[config.mk]
export PLATFORM = sky130hd
export DESIGN_NAME = dp_ctrl_arbiter
export DESIGN_NICKNAME = d
export VERILOG_FILES = /design/src/rtl/dp_ctrl_arbiter.sv
export SDC_FILE = /design/constraint.sdc
export NUM_CORES = 1
export LEC_CHECK = 0
export BUFFER_PORTS_ARGS = -buffer_cell sky130_fd_sc_hd__buf_2
export CAP_MARGIN = 20
export CORE_ASPECT_RATIO = 1.4
export CORE_MARGIN = 1.5
export CORE_UTILIZATION = 35
export DETAILED_ROUTE_END_ITERATION = 6
export PLACE_DENSITY = 0.78
export SETUP_SLACK_MARGIN = 0.2
export SYNTH_ARGS = -nofsm -noshare
export SYNTH_HDL_FRONTEND = slang
export SYNTH_SLANG_ARGS = --single-unit
[constraint.sdc]
create_clock -name Clk -period 2.4 [get_ports Clk]
set_clock_uncertainty 0.2 [all_clocks]
set_input_delay 0.24 -clock Clk [delete_from_list [all_inputs] [get_ports Clk]]
set_output_delay 0.24 -clock Clk [all_outputs]
set_load 0.03 [all_outputs]
[src/rtl/dp_ctrl_arbiter.sv]
// Two-master arbiter for the DataPath control bundle (ControlUnit vs host loader).
// Registered round-robin grant, bounded bursts, one dead cycle between owners.
module dp_ctrl_arbiter #(
    parameter int MAX_BURST = 16,
    parameter int CW        = 26
) (
    input  logic          Clk,
    input  logic          Reset,
    input  logic          req0,
    input  logic          last0,
    input  logic [CW-1:0] ctl0,
    output logic          gnt0,
    input  logic          req1,
    input  logic          last1,
    input  logic [CW-1:0] ctl1,
    output logic          gnt1,
    output logic [CW-1:0] dp_ctl,
    output logic          preempt,
    output logic [1:0]    arb_state
);

    typedef enum logic [1:0] {
        IDLE   = 2'd0,
        GRANT0 = 2'd1,
        GRANT1 = 2'd2,
        SWITCH = 2'd3
    } state_t;

    localparam int D_WR_BIT   = 25;
    localparam int RF_WEN_BIT = 23;
    localparam logic [4:0] BURST_LAST = (MAX_BURST == 0) ? 5'd0 : 5'(MAX_BURST - 1);

    state_t     state_q, state_d;
    logic       prio_q, prio_d;
    logic [4:0] burst_cnt_q, burst_cnt_d;
    logic       preempt_q, preempt_d;

    logic own_req, own_last, other_req, limit_hit, release_now;

    always_ff @(posedge Clk) begin
        if (Reset) begin
            state_q     <= IDLE;
            prio_q      <= 1'b0;
            burst_cnt_q <= 5'd0;
            preempt_q   <= 1'b0;
        end else begin
            state_q     <= state_d;
            prio_q      <= prio_d;
            burst_cnt_q <= burst_cnt_d;
            preempt_q   <= preempt_d;
        end
    end

    always_comb begin
        own_req     = (state_q == GRANT1) ? req1  : req0;
        own_last    = (state_q == GRANT1) ? last1 : last0;
        other_req   = (state_q == GRANT1) ? req0  : req1;
        limit_hit   = (MAX_BURST != 0) && (burst_cnt_q == BURST_LAST) && other_req;
        release_now = (own_req && own_last) || !own_req || limit_hit;

        state_d     = state_q;
        prio_d      = prio_q;
        burst_cnt_d = 5'd0;
        preempt_d   = 1'b0;

        case (state_q)
            IDLE: begin
                if (req0 && req1)
                    state_d = prio_q ? GRANT1 : GRANT0;
                else if (req0)
                    state_d = GRANT0;
                else if (req1)
                    state_d = GRANT1;
            end
            GRANT0, GRANT1: begin
                if (release_now) begin
                    state_d   = other_req ? SWITCH : IDLE;
                    prio_d    = (state_q == GRANT0);
                    // A coinciding last makes this a normal release, not a preemption.
                    preempt_d = limit_hit && own_req && !own_last;
                end else begin
                    burst_cnt_d = (burst_cnt_q == 5'd31) ? 5'd31 : burst_cnt_q + 5'd1;
                end
            end
            SWITCH: begin
                // prio already names the waiting requester after the release.
                state_d = prio_q ? GRANT1 : GRANT0;
            end
            default: state_d = IDLE;
        endcase
    end

    always_comb begin
        dp_ctl = '0;
        case (state_q)
            GRANT0: begin
                dp_ctl = ctl0;
                if (!req0) begin
                    dp_ctl[D_WR_BIT]   = 1'b0;
                    dp_ctl[RF_WEN_BIT] = 1'b0;
                end
            end
            GRANT1: begin
                dp_ctl = ctl1;
                if (!req1) begin
                    dp_ctl[D_WR_BIT]   = 1'b0;
                    dp_ctl[RF_WEN_BIT] = 1'b0;
                end
            end
            default: dp_ctl = '0;
        endcase
    end

    assign gnt0      = (state_q == GRANT0);
    assign gnt1      = (state_q == GRANT1);
    assign preempt   = preempt_q;
    assign arb_state = state_q;

endmodule

# After elaboration in Yosys (flattened, before gate mapping)

Cells that the tools add are included.

Register bits: 9
Word-level logic and storage cells: 45
Output and inout port bits: 31
Bits of input ports: 58

Reduce and logical (&&, ||, !) cells: 15
Mux-type cells: 16
Equal/unequal tests: 7
Bitwise operators: 2
Add/sub/neg operators: 1

Operators by type and width:

| operator                                                         | count |
|---|---|
| 26-bit case mux with 2 select lines                              | 1 |
| 2-bit two-way mux                                                | 6 |
| 1-bit two-way mux                                                | 7 |
| 2-bit case mux with 3 select lines                               | 1 |
| 3-bit OR reduction                                               | 2 |
| 5-bit by 1-bit adder with 5-bit output (second input constant)   | 1 |
| 5-bit by 4-bit == test with 1-bit output (second input constant) | 1 |
| 5-bit == test (second input constant)                            | 1 |
| 1-bit logical AND                                                | 5 |
| 5-bit two-way mux                                                | 1 |
| 2-bit == test (second input constant)                            | 2 |
| 4-bit != test (second input constant)                            | 1 |
| 2-bit AND reduction                                              | 2 |
| 2-bit by 1-bit == test with 1-bit output (second input constant) | 1 |
| 1-bit logical NOT                                                | 2 |
| 2-bit logical NOT                                                | 1 |
| 1-bit logical OR                                                 | 2 |
| 2-bit != test (second input constant)                            | 1 |
| 1-bit NOT                                                        | 2 |
| 2-bit OR reduction                                               | 1 |

# Logic depth before layout (Yosys ltp)

Word-level depth: 7
Mapped depth: 7
Depth with buffers taken out: 6

# Worst setup path before layout

Ideal clock, no wire load.

Path type: register -> output
Start point: register state_q[0] (netlist: arb_state[0])
End point: output dp_ctl[23]
Buffers on the path: 2
Data required time: 1.960 ns
Arrival time: 2.364 ns
Slack: -0.404 ns
Stages on the path, launching flop included: 6
Path through: dfxtp_1 ha_1 clkbuf_1 clkbuf_1 nand3_1 a21boi_0

Cells in the longest elaborated chain, start to end: 2
Elaborated cells on any way between the ends: 3
Those cells by class: 2 x eq/ne; 1 x mux

Ends and longest elaborated chain:

| what                                     | RTL line | text |
|---|---|---|
| start, declared                          | 33       | `state_t state_q, state_d;` |
| start signal, assigned                   | 47       | `state_q <= state_d;` |
| 2-bit by 1-bit == test with 1-bit output | n/a      |  |
| net gnt0                                 | 12       | `output logic gnt0,` |
| 26-bit case mux with 2 select lines      | 95       | `case (state_q)` |
| end, declared                            | 17       | `output logic [CW-1:0] dp_ctl,` |

The timed path passes the listed nets, and every way through them passes these cells.

# Final worst setup path

Start point: register state_q[1] (netlist: arb_state[1])
End point: output dp_ctl[20]

Cells in the longest elaborated chain, start to end: 2
Elaborated cells on any way between the ends: 3
Those cells by class: 2 x eq/ne; 1 x mux

Ends and longest elaborated chain:

| what                                                                      | RTL line |
|---|---|
| 2-bit == test or 2-bit by 1-bit == test with 1-bit output (tied branches) | 95 |
| 26-bit case mux with 2 select lines *                                     | 95 |

Every way passes the cells marked *; elsewhere a longest branch is shown, timed or not.

==> results.py <==
metrics = {
    "detailed_routing": {
        "final_antenna_net_count": 0,
        "routed_via_density": 4.89,
        "routedWlPerCell_um": 12.8,
        "drt_iter0_markers": 27,
        "routed_wl_mm": 3.10,
        "vias": 1184,
        "drc": 0,
        "firstDrtPassIters": 4,
    },
    "sta": {
        "period_share_pct": 88.1,
        "setup_ws_ns": 0.286,
        "tns_ns": 0,
        "hold_viol": 0,
        "fmax_mhz": 473,
        "setup_violations": 0,
        "rsz0062_at_grt": "no",
        "slew_viol_final": 0,
        "relSlewSlack_pct": 77.5,
        "period_needed_ns": 2.11,
        "tightestPinTransition_ns": 0.336,
    },
    "synthesis": {
        "syn-instance-count": 119,
        "synthTopCellsByArea": "dfxtp_1, a22oi_1, nor2b_1, ha_1, a21oi_1",
        "synth_top_area_share_pct": 18.8,
        "synth_cell_types": 30,
        "ys_seq_elements": 9,
        "synth_common_cells": "nor2b_1, a22oi_1, dfxtp_1, clkbuf_1",
        "ys_seq_area_share_pct": 18.8,
        "synth_largest_area_cell": "dfxtp_1",
        "avgSynthCellArea_um2": 8.04,
        "syn-cell-area_um2": 957,
        "synth_edf_count": 0,
        "yosysMostFrequentCell": "nor2b_1",
        "synthArstFlopShare_pct": 0,
        "syn_nets": 183,
        "synth_ff_type": "dfxtp_1",
        "ys_warn_count": 0,
    },
    "setup_path": {
        "cp_max_fo": 11,
        "critPathLaunchType": "register",
        "reg2reg_to": "arb_state[1]",
        "r2r_cells": 6,
        "worstPathArrival_ns": 1.67,
        "reg2reg_setup_slack_ns": 0.47,
        "r2r-start": "arb_state[0]",
        "crit_type": "reg -> out",
        "cp_data_required_time_ns": 1.96,
        "end_kind": "primary output",
    },
    "clocking": {
        "clock_sinks": 9,
        "numCtsBuffers": 3,
        "holdBufCountCts": 0,
        "clock_path_buffers": 2,
        "tritoncts": "yes",
        "path_clk_slew_ns": 0.06,
        "htree_levels": 1,
        "cts_root_buf": "clkbuf_4",
        "insertion_delay_ns": 0.25,
    },
    "min_path": {
        "worstHoldStart": "Reset",
        "worstHoldEndpoint": "arb_state[1]",
        "hp-class": "in -> reg",
        "holdPathStages": 2,
    },
    "grt": {
        "grt_max_degree": 25,
        "grt_pass1_wl_mm": 4.24,
        "grt_use_total_pct": 18.7,
        "antenna_found_initial": 0,
        "grt_pass1_vias": 1027,
        "grt.overflow.total": 0,
    },
    "place": {
        "place_area_mm2": 0.00151,
        "port_buffers": 88,
        "post-place-ws_ns": 0.447,
        "gp_congestion": 0.748,
        "place_hpwl_mm": 2.50,
    },
    "die": {
        "core_region_area_mm2": 0.00262,
        "fp.dieH_um": 64.9,
        "die_area_mm2": 0.00306,
        "die_w_um": 47.2,
        "initial_core_util_pct": 36.6,
        "ios": 89,
        "rows": 22,
    },
    "pwr": {
        "power.total_mw": 1.67,
        "p_seq_share_pct": 12.1,
        "swShare_pct": 50.0,
        "power.internal_uw": 834,
        "total_leakage_power_nw": 0.726,
        "pwr-share-clk_pct": 6.7,
        "p_comb_share_pct": 81.2,
        "switching_power_uw": 834,
        "vdd.ir_drop.worst_uv": 513,
        "p_per_area_mw_per_mm2": 1050,
    },
    "finish": {
        "finish.instance_area_mm2": 0.00158,
        "num_antenna_cells": 0,
        "finalCoreUtilization_pct": 60.6,
        "drive_above_1_share_pct": 64.1,
        "syn_to_final_growth_pct": 65.5,
        "fin_nets": 271,
        "fillCellCount": 262,
    },
    "run": {
        "maxCapViolCount": 0,
    },
    "outcome": {
        "status": "finished clean",
    },
}
power groups by stage:
stage	registers, mW	clock network, mW	logic, mW
floorplan	0.225	0	0.962
global placement	0.198	0	1.26
detailed placement	0.199	0	1.27
CTS	0.200	0.120	1.33
global route	0.207	0.129	1.45
finish	0.201	0.112	1.35
through the flow:
step                      hold WS [ns]  cells
final                           0.0308    242
after global routing            0.0180    242
after CTS                       0.0180    241
after detailed placement         0.259    237
after global placement           0.259    237
after floorplan                 0.0988    119
layout make-up:
cell class | instances | area (um2) | area share (%)
clock buffers | 4 | 26.3 | 1.66
inverters | 5 | 18.8 | 1.18
multi-input cells | 96 | 830 | 52.4
flip-flops and latches | 9 | 183 | 11.5
well taps | 36 | 45.0 | 2.84
repair buffers | 92 | 482 | 30.4
critical path: stages (launching register included):
cell	delay, ns
dfxtp_2	0.35
inv_1	0.18
ha_4	0.24
clkbuf_4	0.23
a22oi_1	0.11
nor2b_2	0.11
buf_2	0.19
layout by cell type (no fill, tap or decap), types with 2 or more instances in the layout:
cell / n
nand3_1: 6
buf_2: 88
dfxtp_1: 7
nor2b_1: 4
nor3b_1: 2
mux2i_2: 2
mux2i_1: 2
ha_4: 3
dfxtp_2: 2
a22oi_1: 24
inv_1: 5
clkbuf_4: 4
a21oi_1: 6
a21boi_4: 2
nor2_1: 2
ha_1: 3
nand2b_1: 4
mux2_2: 2
nor2b_2: 21
kinds of logic after synthesis:
logic type                 Yosys count  share of synthesized area (%)
adders and majority gates            6                           7.84
buffers and inverters               14                           6.27
AOI/OAI and AO/OA                   37                           28.5
xor gates and xnor gates             2                           1.83
muxes                                6                           7.32
and+or+nand+nor                     45                           29.4
DFF                                  9                           18.8
timing repair:
item	4_1_cts	5_1_grt
gates resized for setup	4	3
setup buffers	0	1
setup endpoints to repair	20	23
pin swaps	0	1
sequential cells by signal, indices dropped and copies added (netlist names):
name,count
burst_cnt_q,5
arb_state,2
preempt,1
prio_q,1
per-layer routing:
metal,up-vias,routed length [um],GRT usage (%)
li1,604,-,-
met1,516,1210,19.0
met2,60,1550,34.8
met3,4,300,4.18
met4,0,50,6.60
met5,-,0,0
worst max-delay path by stage:
stage / end / depth (start not counted) / slack, ns / from
6_report: dp_ctl[20] / 6 / 0.29 / arb_state[1]
5_1_grt: dp_ctl[22] / 6 / 0.20 / arb_state[1]
4_1_cts: dp_ctl[7] / 6 / 0.24 / arb_state[0]
3_5_place_dp: dp_ctl[3] / 5 / 0.45 / arb_state[1]
3_3_place_gp: dp_ctl[17] / 6 / 0.48 / arb_state[1]
2_1_floorplan: dp_ctl[10] / 6 / 0.31 / arb_state[0]
No activity file was read; power rests on OpenSTA's default activity.
